`src/rtl/ahb_bus_arbiter_if.sv`:
```
// Arbitration bus between the AHB masters and the bridge arbiter.
// The master modport is the environment side, slave is the arbiter.
interface ahb_bus_arbiter_if #(
  parameter int NUM_MASTERS = 4
);
  localparam int MW = (NUM_MASTERS > 1) ? $clog2(NUM_MASTERS) : 1;

  logic [NUM_MASTERS-1:0] Hbusreq;
  logic [NUM_MASTERS-1:0] Hlock;
  logic [1:0]             Htrans;
  logic                   Hready;
  logic [NUM_MASTERS-1:0] Hgrant;
  logic [MW-1:0]          Hmaster;
  logic [MW-1:0]          Hmaster_data;
  logic                   Hmastlock;

  modport master (
    output Hbusreq, Hlock, Htrans, Hready,
    input  Hgrant, Hmaster, Hmaster_data, Hmastlock
  );

  modport slave (
    input  Hbusreq, Hlock, Htrans, Hready,
    output Hgrant, Hmaster, Hmaster_data, Hmastlock
  );
endinterface

```
`src/rtl/ahb_bus_arbiter.sv`:
```
// Round-robin AHB arbiter with beat-count fairness and lock exemption.
// Ownership only changes on Hready-high edges; all outputs are registered.
module ahb_bus_arbiter #(
  parameter int NUM_MASTERS    = 4,
  parameter int DEFAULT_MASTER = 0,
  parameter int MAX_BEATS      = 8
) (
  input  logic               Hclk,
  input  logic               Hresetn,
  ahb_bus_arbiter_if.slave   bus
);
  localparam int MW = (NUM_MASTERS > 1) ? $clog2(NUM_MASTERS) : 1;
  localparam int CW = $clog2(MAX_BEATS + 1);
  localparam logic [MW-1:0]          DEF     = MW'(DEFAULT_MASTER);
  localparam logic [NUM_MASTERS-1:0] DEF_GNT = NUM_MASTERS'(1) << DEFAULT_MASTER;
  localparam logic [CW:0]            MAXC    = (CW+1)'(MAX_BEATS);

  typedef enum logic {ST_PARK, ST_OWN} state_e;

  state_e                 state_q, state_d;
  logic [NUM_MASTERS-1:0] grant_q, grant_d;
  logic [MW-1:0]          master_q, master_d, mdata_q;
  logic [MW-1:0]          rr_last_q, rr_last_d, win;
  logic                   mastlock_q, mastlock_d;
  logic [CW-1:0]          beat_cnt_q, beat_cnt_d;
  logic                   beat, owner_req, owner_lock, others, take, park;
  logic [CW:0]            cnt_sum, cnt_sat;

  // Descending scan so the closest index after rr_last wins; rr_last itself is last.
  always_comb begin
    win = rr_last_q;
    for (int k = NUM_MASTERS; k >= 1; k--)
      if (bus.Hbusreq[(int'(rr_last_q) + k) % NUM_MASTERS])
        win = MW'((int'(rr_last_q) + k) % NUM_MASTERS);
  end

  assign beat       = bus.Hready & bus.Htrans[1];
  assign owner_req  = |(bus.Hbusreq & grant_q);
  assign owner_lock = |(bus.Hlock & grant_q);
  assign others     = |(bus.Hbusreq & ~grant_q);
  assign cnt_sum    = {1'b0, beat_cnt_q} + {{CW{1'b0}}, beat};
  assign cnt_sat    = (cnt_sum >= MAXC) ? MAXC : cnt_sum;

  always_comb begin
    state_d    = state_q;
    grant_d    = grant_q;
    master_d   = master_q;
    rr_last_d  = rr_last_q;
    mastlock_d = mastlock_q;
    beat_cnt_d = beat_cnt_q;
    take       = 1'b0;
    park       = 1'b0;
    case (state_q)
      ST_PARK: take = |bus.Hbusreq;
      ST_OWN: begin
        // Release takes priority over preemption when both land on one edge.
        if (!owner_req) begin
          take = others;
          park = ~others;
        end else if (owner_lock) begin
          beat_cnt_d = CW'(cnt_sat);
          mastlock_d = 1'b1;
        end else if (cnt_sum >= MAXC && others) begin
          take = 1'b1;
        end else begin
          beat_cnt_d = CW'(cnt_sat);
          mastlock_d = 1'b0;
        end
      end
      default: park = 1'b1;
    endcase
    if (take) begin
      state_d    = ST_OWN;
      grant_d    = NUM_MASTERS'(1) << win;
      master_d   = win;
      rr_last_d  = win;
      mastlock_d = bus.Hlock[win];
      beat_cnt_d = '0;
    end
    if (park) begin
      state_d    = ST_PARK;
      grant_d    = DEF_GNT;
      master_d   = DEF;
      mastlock_d = 1'b0;
      beat_cnt_d = '0;
    end
  end

  always_ff @(posedge Hclk or negedge Hresetn) begin
    if (!Hresetn) begin
      state_q    <= ST_PARK;
      grant_q    <= DEF_GNT;
      master_q   <= DEF;
      mdata_q    <= DEF;
      rr_last_q  <= DEF;
      mastlock_q <= 1'b0;
      beat_cnt_q <= '0;
    end else if (bus.Hready) begin
      state_q    <= state_d;
      grant_q    <= grant_d;
      master_q   <= master_d;
      mdata_q    <= master_q;
      rr_last_q  <= rr_last_d;
      mastlock_q <= mastlock_d;
      beat_cnt_q <= beat_cnt_d;
    end
  end

  assign bus.Hgrant       = grant_q;
  assign bus.Hmaster      = master_q;
  assign bus.Hmaster_data = mdata_q;
  assign bus.Hmastlock    = mastlock_q;
endmodule

```
`src/flat_wrapper.sv`:
```
// flat-port wrapper written by rule: the top's interface ports become plain ports
module ahb_bus_arbiter_flat 
#(
  parameter int NUM_MASTERS    = 4,
  parameter int DEFAULT_MASTER = 0,
  parameter int MAX_BEATS      = 8
)
  (Hclk, Hresetn, bus_Hbusreq, bus_Hlock, bus_Htrans, bus_Hready, bus_Hgrant, bus_Hmaster, bus_Hmaster_data, bus_Hmastlock);
  ahb_bus_arbiter_if #(.NUM_MASTERS(NUM_MASTERS)) bus_i ();
  input  logic Hclk;
  input  logic Hresetn;
  input wire logic [$bits(bus_i.Hbusreq)-1:0] bus_Hbusreq;
  input wire logic [$bits(bus_i.Hlock)-1:0] bus_Hlock;
  input wire logic [$bits(bus_i.Htrans)-1:0] bus_Htrans;
  input wire logic [$bits(bus_i.Hready)-1:0] bus_Hready;
  output wire logic [$bits(bus_i.Hgrant)-1:0] bus_Hgrant;
  output wire logic [$bits(bus_i.Hmaster)-1:0] bus_Hmaster;
  output wire logic [$bits(bus_i.Hmaster_data)-1:0] bus_Hmaster_data;
  output wire logic [$bits(bus_i.Hmastlock)-1:0] bus_Hmastlock;
  assign bus_i.Hbusreq = bus_Hbusreq;
  assign bus_i.Hlock = bus_Hlock;
  assign bus_i.Htrans = bus_Htrans;
  assign bus_i.Hready = bus_Hready;
  assign bus_Hgrant = bus_i.Hgrant;
  assign bus_Hmaster = bus_i.Hmaster;
  assign bus_Hmaster_data = bus_i.Hmaster_data;
  assign bus_Hmastlock = bus_i.Hmastlock;
  ahb_bus_arbiter #(.NUM_MASTERS(NUM_MASTERS), .DEFAULT_MASTER(DEFAULT_MASTER), .MAX_BEATS(MAX_BEATS)) u_core (.Hclk(Hclk), .Hresetn(Hresetn), .bus(bus_i));
endmodule
```
`config.mk`:
```
export PLATFORM = sky130hd
export DESIGN_NAME = ahb_bus_arbiter_flat
export DESIGN_NICKNAME = d
export VERILOG_FILES = /design/src/rtl/ahb_bus_arbiter_if.sv /design/src/rtl/ahb_bus_arbiter.sv /design/src/flat_wrapper.sv
export SDC_FILE = /design/constraint.sdc
export NUM_CORES = 1
export LEC_CHECK = 0
export BUFFER_PORTS_ARGS = -buffer_cell sky130_fd_sc_hd__buf_2
export CAP_MARGIN = 20
export CORE_ASPECT_RATIO = 1.25
export CORE_MARGIN = 2
export CORE_UTILIZATION = 48
export DETAILED_ROUTE_END_ITERATION = 8
export PLACE_DENSITY = 0.72
export RECOVER_POWER = 50
export SETUP_SLACK_MARGIN = 0.15
export SYNTH_ARGS = -nofsm -noshare
export SYNTH_HDL_FRONTEND = slang
export SYNTH_SLANG_ARGS = --single-unit
```
`constraint.sdc`:
```
create_clock -name Hclk -period 2.9 [get_ports Hclk]
set_input_delay 0.29 -clock Hclk [delete_from_list [all_inputs] [get_ports Hclk]]
set_output_delay 0.29 -clock Hclk [all_outputs]
set_load 0.02 [all_outputs]
```
==> flow_metrics.py <==
metrics = {
    "status": {
        "status": "finished clean",
    },
    "floorplan": {
        "fp.dieW_um": 44.5,
        "die_area_um2": 2430,
        "start_util_pct": 50.1,
        "core-area_um2": 1960,
        "ios": 22,
        "die_h_um": 54.6,
        "rows": 18,
    },
    "final_layout": {
        "antenna_cells": 0,
        "nets": 139,
        "drive_gt1_share_pct": 24.4,
        "nFillCells": 186,
        "utilization_pct": 58.1,
        "areaGrowthSynthToFinish_pct": 15.9,
        "final_cell_mix": "buf_2 (18), dfrtp_1 (15), nand2_1 (14)",
        "multi_input_area_um2": 564,
        "final_cells": 143,
        "seq_area_um2": 402,
        "final_common_cell": "buf_2",
    },
    "yosys": {
        "postSynthRegisterBits": 16,
        "synth-main-ff-cell": "dfrtp_1",
        "yosys.area.top_type_share_pct": 38.2,
        "synth_cell_types": 40,
        "synth-edff-count": 0,
        "synth.avg_cell_area_um2": 9.82,
        "synthTopCellsByArea": "dfrtp_1 (38%), nand2_1 (5.4%), o31ai_1 (3.8%)",
        "synthesis.nets": 115,
        "synth_cells": 100,
        "async_reset_ff_share_pct": 100,
        "yosysTopAreaCell": "dfrtp_1",
        "ys_seq_area_share_pct": 40.9,
        "synth_area_um2": 982,
        "yosys_warnings": 0,
    },
    "drt": {
        "dr_wl_met3_um": 102,
        "m1WireLength_um": 963,
        "drt-total-wl_um": 2170,
        "drc": 0,
        "drtIter0Drc": 14,
        "via_per_inst": 6.07,
        "top_layer": "met4",
        "vias": 868,
        "wl_per_cell_um": 15.1,
        "first_pass_iters": 4,
        "ant_nets": 0,
        "met2WireLength_um": 1090,
    },
    "power": {
        "p_leak_nw": 0.510,
        "power.density_nw_per_um2": 868,
        "vdd_ir_drop_max_uv": 540,
    },
    "global_routing": {
        "grtUsageTotal_pct": 19.1,
        "grt_max_degree": 17,
        "grt_remaining_overflow": 0,
        "grt_pass1_vias": 765,
        "grt_pass1_wl_um": 3370,
        "antenna_found_initial": 0,
    },
    "job": {
        "cap_violations": 0,
    },
    "place": {
        "globalplace.congestion": 0.822,
        "io_buffers": 20,
        "dp_slack_ns": 0.583,
        "placed_cells": 138,
        "post-dp-hpwl_um": 1640,
    },
    "critical_path": {
        "crit_required_ns": 3.11,
        "start_kind": "flop",
        "cp_max_fo": 8,
        "arrival_ns": 2.23,
        "worstSetupPathType": "flop to flop",
        "end_kind": "flop",
        "reg2reg_depth": 7,
    },
    "hold_path": {
        "hold_path_depth": 2,
        "hp-class": "input pin to flop",
    },
    "clock_network": {
        "cts_tree": "yes",
        "cts_root_buf": "clkbuf_4",
        "cts.clk_slew.worst_paths_ns": 0.10,
        "cts_sinks": 16,
        "clk_latency_ns": 0.29,
        "cts_buffers": 3,
        "htree_levels": 1,
        "clock_path_buffers": 2,
    },
    "sta": {
        "finalHoldViolations": 0,
        "finClkSkew_ns": 0.00797,
        "worst_pin_slew_ns": 0.859,
        "min_period_ns": 2.01,
        "rsz0062_at_grt": "no",
        "finalCritPeriodShare_pct": 69.4,
        "max_freq_ghz": 0.497,
        "maxSlewHeadroom_pct": 42.7,
        "setup_tns_ns": 0,
        "setup_viol": 0,
        "slew_viol_final": 0,
        "worst_slack_ns": 0.888,
    },
}
## per-layer routing
metal | vias to the layer above | track usage [%]
li1 | 425 | -
met1 | 420 | 23.1
met2 | 21 | 33.6
met3 | 2 | 3.96
met4 | 0 | 6.06
met5 | - | 0
## logic make-up (layout without fill, tap and decap cells)
| group | count (synthesis) | in the layout | synth area share, % |
|---|---|---|---|
| AO/OA/AOI/OAI | 36 | 36 | 29.4 |
| buffers and inverters | 3 | 26 | 1.27 |
| adder cells (fa/ha/maj) | 2 | 2 | 2.55 |
| XOR/XNOR | 1 | 1 | 0.892 |
| AND/OR/NAND/NOR | 38 | 38 | 20.5 |
| multiplexers | 4 | 4 | 4.46 |
| flip-flops | 16 | 16 | 40.9 |
## synthesized netlist by cell type, drive strengths merged (2+ instances only)
cell and instances:
dfrtp 15, nand2 14, o21ai 6, o31ai 5
a22oi 4, nand2b 4, nor2 4, nor2b 4
nor3 4, a21o 3, a21oi 3, mux2 3
o21a 3, o2bb2ai 3, ha 2, nor3b 2
## area by class of cell
cell class / count / share of cell area (%)
well taps: 20 / 2.20
flip-flops and latches: 16 / 35.3
multi-input cells: 81 / 49.6
inverters: 1 / 0.330
repair buffers: 21 / 9.45
clock buffers: 4 / 3.19
## report_power, final
group          internal, mW  switching (mW)  total, mW
sequential            0.304          0.0811      0.385
clock                0.0765          0.0738      0.150
combinational         0.186           0.266      0.453
## through the flow
step                power [mW]  hold slack [ns]  area, µm²
global route              1.05            0.397       1140
floorplan                0.705         -0.00559        982
finish                   0.988            0.383       1140
CTS                      0.998            0.379       1140
detailed placement       0.844            0.225       1100
global placement         0.828            0.218       1100
## sequential cells by signal, indices dropped and copies added, names as in the netlist
register,count
u_core.beat_cnt_q,4
u_core.bus.Hgrant,4
u_core.bus.Hmaster,2
u_core.bus.Hmaster_data,2
u_core.rr_last_q,2
u_core.bus.Hmastlock,1
u_core.state_q,1
## repair_timing
| action | 4_1_cts | 5_1_grt |
|---|---|---|
| resized for setup | 0 | 0 |
| hold buffers | 1 | 0 |
| endpoints found under the setup margin | 0 | 0 |
| hold endpoints to repair | 15 | 0 |
| buffers inserted | 0 | 0 |
## worst max-delay path, cell delays in order, from the launching register on
cell	delay (ns)
dfrtp_1	0.36
ha_1	0.22
ha_1	0.20
nand2b_1	0.13
o2111ai_1	0.15
a221o_4	0.47
or2_1	0.26
o2bb2ai_1	0.15
## final timing paths
check | startpoint | to | slack, ns
worst max-delay path | u_core.beat_cnt_q[0] | u_core.bus.Hgrant[1] | 0.89
worst min-delay path | bus_Hready | u_core.state_q | 0.38
worst max register to register | u_core.beat_cnt_q[0] | u_core.bus.Hgrant[1] | 0.89
worst min register to register | u_core.bus.Hmaster[1] | u_core.bus.Hmaster[1] | 0.50
max in group asynchronous | Hresetn | u_core.bus.Hgrant[1] | 1.76
min in group asynchronous | Hresetn | u_core.bus.Hmastlock | 0.61
Power figures use the tool's default switching activity.
